**src/rtl/vga_timing_gen_if.sv**
```systemverilog
// -----------------------------------------------------------------------------
// vga_timing_gen_if
//   Raster timing bundle produced by vga_timing_gen. The drawers and the pin
//   driver consume it.
//   master : driven by the timing generator
//   slave  : consumed by drawers / output stage
//   Signals:
//     DrawX, DrawY   current raster position
//     hs, vs, blank  syncs (active low) and display enable, aligned to DrawX/Y
//     hs_d, vs_d, blank_d  the same, delayed to line up with drawer colour
//     frame_start    one-cycle strobe at (0,0)
//     frame_count    frame index, wraps modulo 256
// -----------------------------------------------------------------------------
interface vga_timing_gen_if;
  logic [9:0] DrawX;
  logic [9:0] DrawY;
  logic       hs;
  logic       vs;
  logic       blank;
  logic       hs_d;
  logic       vs_d;
  logic       blank_d;
  logic       frame_start;
  logic [7:0] frame_count;

  modport master (
    output DrawX, DrawY, hs, vs, blank, hs_d, vs_d, blank_d,
           frame_start, frame_count
  );

  modport slave (
    input DrawX, DrawY, hs, vs, blank, hs_d, vs_d, blank_d,
          frame_start, frame_count
  );
endinterface

```
**src/rtl/vga_timing_gen.sv**
```systemverilog
// -----------------------------------------------------------------------------
// vga_timing_gen
//   640x480@60 Hz raster timing: position counters, active-low syncs, display
//   enable, copies of the syncs/enable delayed by PIPE_DELAY cycles to match
//   the drawers' colour latency, and frame-boundary strobe/count.
//   Ports:
//     vga_clk  pixel clock (sole clock)
//     reset    synchronous, active-high
//     bus      vga_timing_gen_if.master, all outputs registered
//              (the *_d outputs equal the undelayed ones when PIPE_DELAY=0)
// -----------------------------------------------------------------------------
module vga_timing_gen #(
  parameter int H_VISIBLE  = 640,
  parameter int H_FRONT    = 16,
  parameter int H_SYNC     = 96,
  parameter int H_BACK     = 48,
  parameter int V_VISIBLE  = 480,
  parameter int V_FRONT    = 10,
  parameter int V_SYNC     = 2,
  parameter int V_BACK     = 33,
  parameter int PIPE_DELAY = 2
) (
  input  logic                vga_clk,
  input  logic                reset,
  vga_timing_gen_if.master    bus
);

  localparam int H_TOTAL = H_VISIBLE + H_FRONT + H_SYNC + H_BACK;
  localparam int V_TOTAL = V_VISIBLE + V_FRONT + V_SYNC + V_BACK;

  // Elaboration-time guards: counters are 10 bits wide.
  if (H_TOTAL > 1024) begin : g_bad_h_total
    $error("vga_timing_gen: horizontal total exceeds 1024");
  end
  if (V_TOTAL > 1024) begin : g_bad_v_total
    $error("vga_timing_gen: vertical total exceeds 1024");
  end
  if (PIPE_DELAY < 0 || PIPE_DELAY > 7) begin : g_bad_pipe_delay
    $error("vga_timing_gen: PIPE_DELAY must be 0..7");
  end

  localparam logic [9:0] H_LAST     = 10'(H_TOTAL - 1);
  localparam logic [9:0] V_LAST     = 10'(V_TOTAL - 1);
  localparam logic [9:0] H_VIS      = 10'(H_VISIBLE);
  localparam logic [9:0] V_VIS      = 10'(V_VISIBLE);
  localparam logic [9:0] HS_START   = 10'(H_VISIBLE + H_FRONT);
  localparam logic [9:0] HS_END     = 10'(H_VISIBLE + H_FRONT + H_SYNC);
  localparam logic [9:0] VS_START   = 10'(V_VISIBLE + V_FRONT);
  localparam logic [9:0] VS_END     = 10'(V_VISIBLE + V_FRONT + V_SYNC);

  typedef struct packed {
    logic hs;
    logic vs;
    logic blank;
  } sync_t;

  localparam sync_t SYNC_IDLE = '{hs: 1'b1, vs: 1'b1, blank: 1'b0};

  logic [9:0] x_q, y_q;
  logic [9:0] x_nxt, y_nxt;
  logic       x_wrap;
  logic       hs_q, vs_q, blank_q;
  logic       frame_start_q;
  logic [7:0] frame_count_q;
  logic       at_origin_nxt;
  sync_t      sync_q, sync_d;

  // Next raster position. The syncs are decoded from these values and then
  // registered, so they line up with the position shown in the same cycle.
  always_comb begin
    // NOTE: every combinational output gets a default first, so no path
    // through the block leaves it unassigned and no latch is inferred.
    x_nxt  = x_q + 10'd1;
    y_nxt  = y_q;
    x_wrap = (x_q == H_LAST);
    if (x_wrap) begin
      x_nxt = '0;
      y_nxt = (y_q == V_LAST) ? '0 : y_q + 10'd1;
    end
  end

  assign at_origin_nxt = (x_nxt == '0) && (y_nxt == '0);

  // The reset position is the last pixel of the frame, so the first edge out
  // of reset lands on (0,0) and raises frame_start with the count at 0.
  always_ff @(posedge vga_clk) begin
    // NOTE: state updates use non-blocking assignments so every register
    // samples pre-edge values regardless of statement order.
    if (reset) begin
      x_q           <= H_LAST;
      y_q           <= V_LAST;
      hs_q          <= 1'b1;
      vs_q          <= 1'b1;
      blank_q       <= 1'b0;
      frame_start_q <= 1'b0;
      frame_count_q <= 8'hFF;
    end else begin
      x_q           <= x_nxt;
      y_q           <= y_nxt;
      hs_q          <= !((x_nxt >= HS_START) && (x_nxt < HS_END));
      vs_q          <= !((y_nxt >= VS_START) && (y_nxt < VS_END));
      blank_q       <= (x_nxt < H_VIS) && (y_nxt < V_VIS);
      frame_start_q <= at_origin_nxt;
      if (at_origin_nxt) begin
        frame_count_q <= frame_count_q + 8'd1;
      end
    end
  end

  assign sync_q = '{hs: hs_q, vs: vs_q, blank: blank_q};

  if (PIPE_DELAY == 0) begin : g_no_delay
    assign sync_d = sync_q;
  end else begin : g_delay
    // Stage k holds the registered syncs from k+1 cycles ago.
    sync_t pipe_q [PIPE_DELAY];

    always_ff @(posedge vga_clk) begin
      if (reset) begin
        // NOTE: every stage is reset (not just the head) so the delayed
        // outputs show idle syncs immediately instead of stale history.
        for (int k = 0; k < PIPE_DELAY; k++) begin
          pipe_q[k] <= SYNC_IDLE;
        end
      end else begin
        pipe_q[0] <= sync_q;
        for (int k = 1; k < PIPE_DELAY; k++) begin
          pipe_q[k] <= pipe_q[k-1];
        end
      end
    end

    assign sync_d = pipe_q[PIPE_DELAY-1];
  end

  assign bus.DrawX       = x_q;
  assign bus.DrawY       = y_q;
  assign bus.hs          = hs_q;
  assign bus.vs          = vs_q;
  assign bus.blank       = blank_q;
  assign bus.hs_d        = sync_d.hs;
  assign bus.vs_d        = sync_d.vs;
  assign bus.blank_d     = sync_d.blank;
  assign bus.frame_start = frame_start_q;
  assign bus.frame_count = frame_count_q;

endmodule
```
**src/flat_wrapper.sv**
```systemverilog
// flat-port wrapper written by rule: the top's interface ports become plain ports
module vga_timing_gen_flat 
#(
  parameter int H_VISIBLE  = 640,
  parameter int H_FRONT    = 16,
  parameter int H_SYNC     = 96,
  parameter int H_BACK     = 48,
  parameter int V_VISIBLE  = 480,
  parameter int V_FRONT    = 10,
  parameter int V_SYNC     = 2,
  parameter int V_BACK     = 33,
  parameter int PIPE_DELAY = 2
)
  (vga_clk, reset, bus_DrawX, bus_DrawY, bus_hs, bus_vs, bus_blank, bus_hs_d, bus_vs_d, bus_blank_d, bus_frame_start, bus_frame_count);
  vga_timing_gen_if bus_i ();
  input  logic vga_clk;
  input  logic reset;
  output wire logic [$bits(bus_i.DrawX)-1:0] bus_DrawX;
  output wire logic [$bits(bus_i.DrawY)-1:0] bus_DrawY;
  output wire logic [$bits(bus_i.hs)-1:0] bus_hs;
  output wire logic [$bits(bus_i.vs)-1:0] bus_vs;
  output wire logic [$bits(bus_i.blank)-1:0] bus_blank;
  output wire logic [$bits(bus_i.hs_d)-1:0] bus_hs_d;
  output wire logic [$bits(bus_i.vs_d)-1:0] bus_vs_d;
  output wire logic [$bits(bus_i.blank_d)-1:0] bus_blank_d;
  output wire logic [$bits(bus_i.frame_start)-1:0] bus_frame_start;
  output wire logic [$bits(bus_i.frame_count)-1:0] bus_frame_count;
  assign bus_DrawX = bus_i.DrawX;
  assign bus_DrawY = bus_i.DrawY;
  assign bus_hs = bus_i.hs;
  assign bus_vs = bus_i.vs;
  assign bus_blank = bus_i.blank;
  assign bus_hs_d = bus_i.hs_d;
  assign bus_vs_d = bus_i.vs_d;
  assign bus_blank_d = bus_i.blank_d;
  assign bus_frame_start = bus_i.frame_start;
  assign bus_frame_count = bus_i.frame_count;
  vga_timing_gen #(.H_VISIBLE(H_VISIBLE), .H_FRONT(H_FRONT), .H_SYNC(H_SYNC), .H_BACK(H_BACK), .V_VISIBLE(V_VISIBLE), .V_FRONT(V_FRONT), .V_SYNC(V_SYNC), .V_BACK(V_BACK), .PIPE_DELAY(PIPE_DELAY)) u_core (.vga_clk(vga_clk), .reset(reset), .bus(bus_i));
endmodule
```
**config.mk**
```make
export PLATFORM = sky130hd
export DESIGN_NAME = vga_timing_gen_flat
export DESIGN_NICKNAME = d
export VERILOG_FILES = /design/src/rtl/vga_timing_gen_if.sv /design/src/rtl/vga_timing_gen.sv /design/src/flat_wrapper.sv
export SDC_FILE = /design/constraint.sdc
export NUM_CORES = 1
export LEC_CHECK = 0
export BUFFER_PORTS_ARGS = -buffer_cell sky130_fd_sc_hd__buf_2
export CORE_ASPECT_RATIO = 0.7
export CORE_MARGIN = 4
export CORE_UTILIZATION = 59
export CTS_CLUSTER_SIZE = 24
export DETAILED_ROUTE_END_ITERATION = 10
export PLACE_DENSITY = 0.84
export SETUP_SLACK_MARGIN = 0.02
export SYNTH_ARGS = -nofsm -noshare
export SYNTH_HDL_FRONTEND = slang
export SYNTH_SLANG_ARGS = --single-unit
```
**constraint.sdc**
```tcl
create_clock -name vga_clk -period 4.3 [get_ports vga_clk]
set_clock_uncertainty 0.05 [all_clocks]
set_input_delay 0.86 -clock vga_clk [delete_from_list [all_inputs] [get_ports vga_clk]]
set_output_delay 0.86 -clock vga_clk [all_outputs]
set_load 0.005 [all_outputs]
```
== After elaboration in Yosys (flattened, before gate mapping) ==
Memory sizes are Yosys's and may differ from the RTL's.
Index checks and enable logic that the tools add are counted.

* Bits in registers: 32
* Bits in writable memories: 6
* Bits of input ports: 2
* Output and inout bits: 35
* Word-level logic and storage cells: 37
* Memories: 1

* $add $sub $neg: 3
* $lt $le $gt $ge: 6
* Equal/unequal tests: 2
* Mux-type cells: 8
* Bitwise logic cells: 2
* Reductions and logical operators: 8

{| class="wikitable"
|+ Memory list
! name !! words !! width !! rd ports !! clocked after memory_dff !! write ports !! line !! RTL
|-
| u_core.g_delay.pipe_q || 2 || 3 || 2 || 0 || 2 || vga_timing_gen.sv:116 || <nowiki>sync_t pipe_q [PIPE_DELAY];</nowiki>
|}

{| class="wikitable"
|+ Operators with widths
! kind !! number
|-
| 10-bit two-way mux || 3
|-
| 10-bit by 1-bit adder with 10-bit output, second input constant || 2
|-
| 10-bit equality test, second input constant || 2
|-
| 10-bit zero test || 2
|-
| 10-bit < comparator, second input constant || 2
|-
| 10-bit by 9-bit < comparator with 1-bit output, second input constant || 2
|-
| 10-bit greater-or-equal comparator, second input constant || 1
|-
| 10-bit by 9-bit greater-or-equal comparator with 1-bit output, second input constant || 1
|-
| 8-bit by 1-bit adder with 8-bit output, second input constant || 1
|-
| 3-bit two-way mux || 2
|-
| 1-bit logical AND || 4
|-
| 1-bit two-way mux || 3
|-
| 1-bit zero test || 2
|-
| 1-bit OR || 2
|}

== Depth between registers and ports, before layout ==
* Word-level depth: 6
* Gate-level depth with buffers: 10
* Mapped depth without buffers: 9

== Worst setup path before layout ==
OpenSTA, ideal clock, no wires.

* Path kind: reg2reg
* Start: register u_core.x_q[0], in the netlist u_core.bus.DrawX[0]
* End: register u_core.frame_count_q[7], in the netlist u_core.bus.frame_count[7]
* Setup time: 72 ps
* Arrival: 2781 ps
* Data required time: 4178 ps
* Path slack: 1397 ps
* Stages on the path, launching flop included: 10
* Path buffers: 1
* Period minus slack after synthesis: 2903 ps
* Cells stage by stage: dfxtp_1 -> ha_1 -> and4_2 -> nand4_1 -> o21a_1 -> a211o_2 -> or4_4 -> buf_6 -> nor4_4 -> mux2i_1

* Longest elaborated chain between the ends: 4
* Elaborated cells between the ends (all ways): 7
* Those cells by class: add/sub (1); eq/ne (1); mux (2); reduce/logical (3)

{| class="wikitable"
|+ Ends and longest elaborated chain
! element !! line !! RTL
|-
| start, declared || vga_timing_gen.sv:59 || <nowiki>logic [9:0] x_q, y_q;</nowiki>
|-
| start signal, assigned || vga_timing_gen.sv:98 || <nowiki>x_q <= x_nxt;</nowiki>
|-
| 10-bit by 1-bit adder with 10-bit output / 10-bit equality test (equally long branches) || vga_timing_gen.sv:73, vga_timing_gen.sv:75 ||
|-
| 10-bit two-way mux || vga_timing_gen.sv:76 || <nowiki>if (x_wrap) begin</nowiki>
|-
| 10-bit zero test || vga_timing_gen.sv:82 || <nowiki>assign at_origin_nxt = (x_nxt == '0) && (y_nxt == '0);</nowiki>
|-
| 1-bit logical AND * || vga_timing_gen.sv:82 ||
|-
| end signal, assigned || vga_timing_gen.sv:105 || <nowiki>frame_count_q <= frame_count_q + 8'd1;</nowiki>
|-
| end, declared || vga_timing_gen.sv:64 || <nowiki>logic [7:0] frame_count_q;</nowiki>
|}

Every way passes the cells marked *; elsewhere a longest branch is shown, timed or not.
A chain may end at the register's enable or synchronous reset.

== Worst setup path in the final report ==
* Start: register u_core.x_q[0], in the netlist u_core.bus.DrawX[0]
* End: register u_core.frame_count_q[2], in the netlist u_core.bus.frame_count[2]

Same word-level chain as after synthesis.

==> flow_metrics.env <==
export IMPL_worst_r2r_path_depth=8
export IMPL_firstDrtPassIters=5
export IMPL_leakage_nw=0.863
export IMPL_power_switching_mw=0.565
export IMPL_average_wire_per_standard_cell_microns=15.7
export IMPL_regToRegSetupSlack_ps=620
export IMPL_synth_async_reset_ratio_pct=0
export IMPL_clk_transition_reported_paths_ps=80
export IMPL_finalHoldViolations=0
export IMPL_data_required_time_at_the_worst_endpoint_ps=4440
export IMPL_number_of_antenna_violations_at_the_first_check_in_global_routing=0
export IMPL_power_per_cell_area_nw_per_um2=631
export IMPL_grt_max_degree=33
export IMPL_syn_area_sq_um=2010
export IMPL_worst_setup_path_endpoint="u_core.bus.frame_count[2]"
export IMPL_core_region_area_sq_um=3210
export IMPL_setup_viol_count_final=0
export IMPL_diodes=0
export IMPL_filler_cell_count=252
export IMPL_worst_ir_drop_vdd_v=0.000300
export IMPL_topRoutingLayerUsed="met4"
export IMPL_routabilityCongestion=0.933
export IMPL_whs_ps=363
export IMPL_layout_overhead_on_the_synthesized_area_pct=13.9
export IMPL_netlist_instances=223
export IMPL_timing_max_transition_violations_final=0
export IMPL_timing_final_crit_share_pct=85.7
export IMPL_synth_enable_flop_cells=0
export IMPL_final_common_cell="dfxtp_1"
export IMPL_setup_tns_final_ps=0
export IMPL_postLayoutCoreUtil_pct=71.3
export IMPL_post_detailed_route_via_to_cell_ratio=5.88
export IMPL_cp_slowest_cell="nand4b_1"
export IMPL_power_share_switching_pct=39.1
export IMPL_global_route_overflow_total=0
export IMPL_cp_arrival_ps=3820
export IMPL_r2r_start="u_core.bus.DrawX[0]"
export IMPL_cts_htree_levels=2
export IMPL_critical_path_startpoint_type="flop"
export IMPL_seq_area_sq_um=761
export IMPL_tritoncts="yes"
export IMPL_cts_sinks=38
export IMPL_postCtsResizedCells=0
export IMPL_startpoint="u_core.bus.DrawX[0]"
export IMPL_status="completed"
export IMPL_cts_buffer_depth=2
export IMPL_timing_critical_path_slowest_cell_delay_ps=540
export IMPL_seq_area_frac_synth_pct=37.8
export IMPL_worstPathCellList="ha_1 > and4_2 > nand4_1 > nor3_1 > xnor2_1 > nand4b_1 > o31ai_1 > or3b_1"
export IMPL_rsz0062_at_grt="false"
export IMPL_cts_buffers=5
export IMPL_synth_nets=229
export IMPL_clock_tree_root_cell="clkbuf_8"
export IMPL_multi_input_comb_area_sq_um=1120
export IMPL_drcViolationCount=0
export IMPL_floorplan_initialDensity_pct=62.6
export IMPL_max_slew_margin_pct=50.2
export IMPL_first_global_vias=1554
export IMPL_synth_lib_cells_used_distinct=51
export IMPL_drtIter0Drc=163
export IMPL_grt_first_pass_wirelength_microns=7570
export IMPL_via_count=1777
export IMPL_timing_hold_worst_path_depth=1
export IMPL_yosys_warnings=0
export IMPL_post_dp_hpwl_microns=3240
export IMPL_type_of_the_tightest_min_delay_check="flop to flop"
export IMPL_ant_nets=0
export IMPL_nNetsFinal=260
export IMPL_timing_fmax_mhz=271
export IMPL_yosys_most_used_dff="dfxtp_1"
export IMPL_p_int_mw=0.879
export IMPL_timing_max_cap_violations=0
export IMPL_tightest_slew_ps=737
export IMPL_sequentialPowerShare_pct=35.3
export IMPL_detailroute_wirelength_met3_microns=523
export IMPL_die_height_microns=56.8
export IMPL_power_share_combinational_pct=39.4
export IMPL_floorplan_io_pins=37
export IMPL_wirelength_microns=4740
export IMPL_final_area_sq_um=2290
export IMPL_ys_seq_elements=38
export IMPL_numPortBuffers=36
export IMPL_timing_setup_critical_path_class="flop to flop"
export IMPL_syn_avg_cell_area_sq_um=9.02
export IMPL_final_cell_mix="38 x dfxtp_1, 36 x buf_2, 20 x nor2_1, 12 x nand2_1, 11 x nand3_1"
export IMPL_drive_above_1_share_pct=24.7
export IMPL_wl_met1_microns=2170
export IMPL_grt_usage_pct=22.0
export IMPL_clkLatencyLatePin_ps=300
export IMPL_ctsHoldBuffers=0
export IMPL_post_dp_cell_area_sq_um=2150
export IMPL_die_width_microns=77.8
export IMPL_worst_setup_path_end_kind="flop"
export IMPL_met2_wirelength_microns=1990
export IMPL_rr_endpoint="u_core.bus.frame_count[2]"
export IMPL_cts_repair_timing_setup_buffer_count=0
export IMPL_die_area_sq_um=4420
export IMPL_rows=17
export IMPL_finalCriticalPeriod_ps=3680
export IMPL_clockPowerShare_pct=25.4
export IMPL_critical_path_max_fanout=14
[area by class of cell]
| type | count | area share (%) |
|---|---|---|
| repair buffers | 36 | 7.87 |
| flip-flops and latches | 38 | 33.2 |
| clock inverters | 3 | 3.01 |
| clock buffers | 5 | 3.01 |
| inverters | 9 | 1.48 |
| well taps | 47 | 2.57 |
| multi-input cells | 164 | 48.9 |
[state kept, by name, summed over array words and instances (netlist names)]
register                cells
u_core.bus.DrawX           10
u_core.bus.DrawY           10
u_core.bus.frame_count      8
u_core.g_delay.pipe_q       6
u_core.bus.blank            1
u_core.bus.frame_start      1
u_core.bus.hs               1
u_core.bus.vs               1
[how the worst min path moves through the flow]
stage	startpoint	to	slack (ps)
2_1_floorplan	u_core.g_delay.pipe_q[0][1]	u_core.g_delay.pipe_q[0][4]	340
3_3_place_gp	u_core.g_delay.pipe_q[0][1]	u_core.g_delay.pipe_q[0][4]	340
3_5_place_dp	u_core.g_delay.pipe_q[0][2]	u_core.g_delay.pipe_q[0][5]	350
4_1_cts	u_core.g_delay.pipe_q[0][2]	u_core.g_delay.pipe_q[0][5]	370
5_1_grt	u_core.g_delay.pipe_q[0][2]	u_core.g_delay.pipe_q[0][5]	370
6_report	u_core.g_delay.pipe_q[0][2]	u_core.g_delay.pipe_q[0][5]	360
[worst max-delay path, delay by kind of cell, from the launching register on]
kind	cells	cell delay (ps)
fa+ha+maj	1	340
compound gates	1	390
flops	1	410
simple gates	5	2160
xor+xnor	1	210
[power groups by stage]
| stage | Sequential [mW] | Clock, mW | Combinational (mW) |
|---|---|---|---|
| final | 0.509 | 0.366 | 0.569 |
| after floorplan | 0.477 | 0 | 0.459 |
| after CTS | 0.506 | 0.373 | 0.559 |
| after global placement | 0.510 | 0 | 0.537 |
| after global routing | 0.522 | 0.390 | 0.620 |
| after detailed placement | 0.513 | 0 | 0.549 |
[routing by layer]
layer / vias to the layer above / global-route usage [%]
li1: 860 / -
met1: 798 / 30.7
met2: 109 / 29.0
met3: 10 / 8.81
met4: 0 / 10.2
met5: - / 0
[cell families after synthesis]
group	after synthesis	share of synthesized area, %
AOI/OAI and AO/OA	32	11.3
xor gates and xnor gates	14	6.10
adders and majority gates	4	2.49
buffers and inverters	21	6.53
DFF	38	37.8
muxes	4	1.99
and+or+nand+nor	110	33.7
[synth_stat cells (2+ instances only)]
cell       n  area (sq um)
a211oi_1   3          22.5
a21oi_1    7          35.0
and3_1     2          12.5
buf_6      4          45.0
clkbuf_1   4          15.0
clkbuf_8   2          27.5
dfxtp_1   38           761
ha_1       4          50.1
inv_1      9          33.8
mux2i_1    4          40.0
nand2_1   12          45.0
nand2b_1   2          12.5
nand3_1   11          55.1
nand3b_1   2          15.0
nand4_1    8          50.1
nor2_1    20          75.1
nor2b_1   10          62.6
nor3_1    10          50.1
nor4_1     5          31.3
nor4_4     3          63.8
o21ai_0    9          45.0
o31ai_1    4          30.0
or2_2      7          43.8
or3_1      3          18.8
or4_4      2          22.5
xnor2_1   10          87.6
xor2_1     4          35.0
[stage by stage]
stage / setup slack [ps] / cells / power [mW]
final: 616 / 302 / 1.44
after CTS: 639 / 302 / 1.44
after global routing: 286 / 302 / 1.53
after floorplan: 1400 / 223 / 0.937
after detailed placement: 684 / 294 / 1.06
after global placement: 890 / 294 / 1.05
Note: power is estimated with default switching activity, not from simulation.
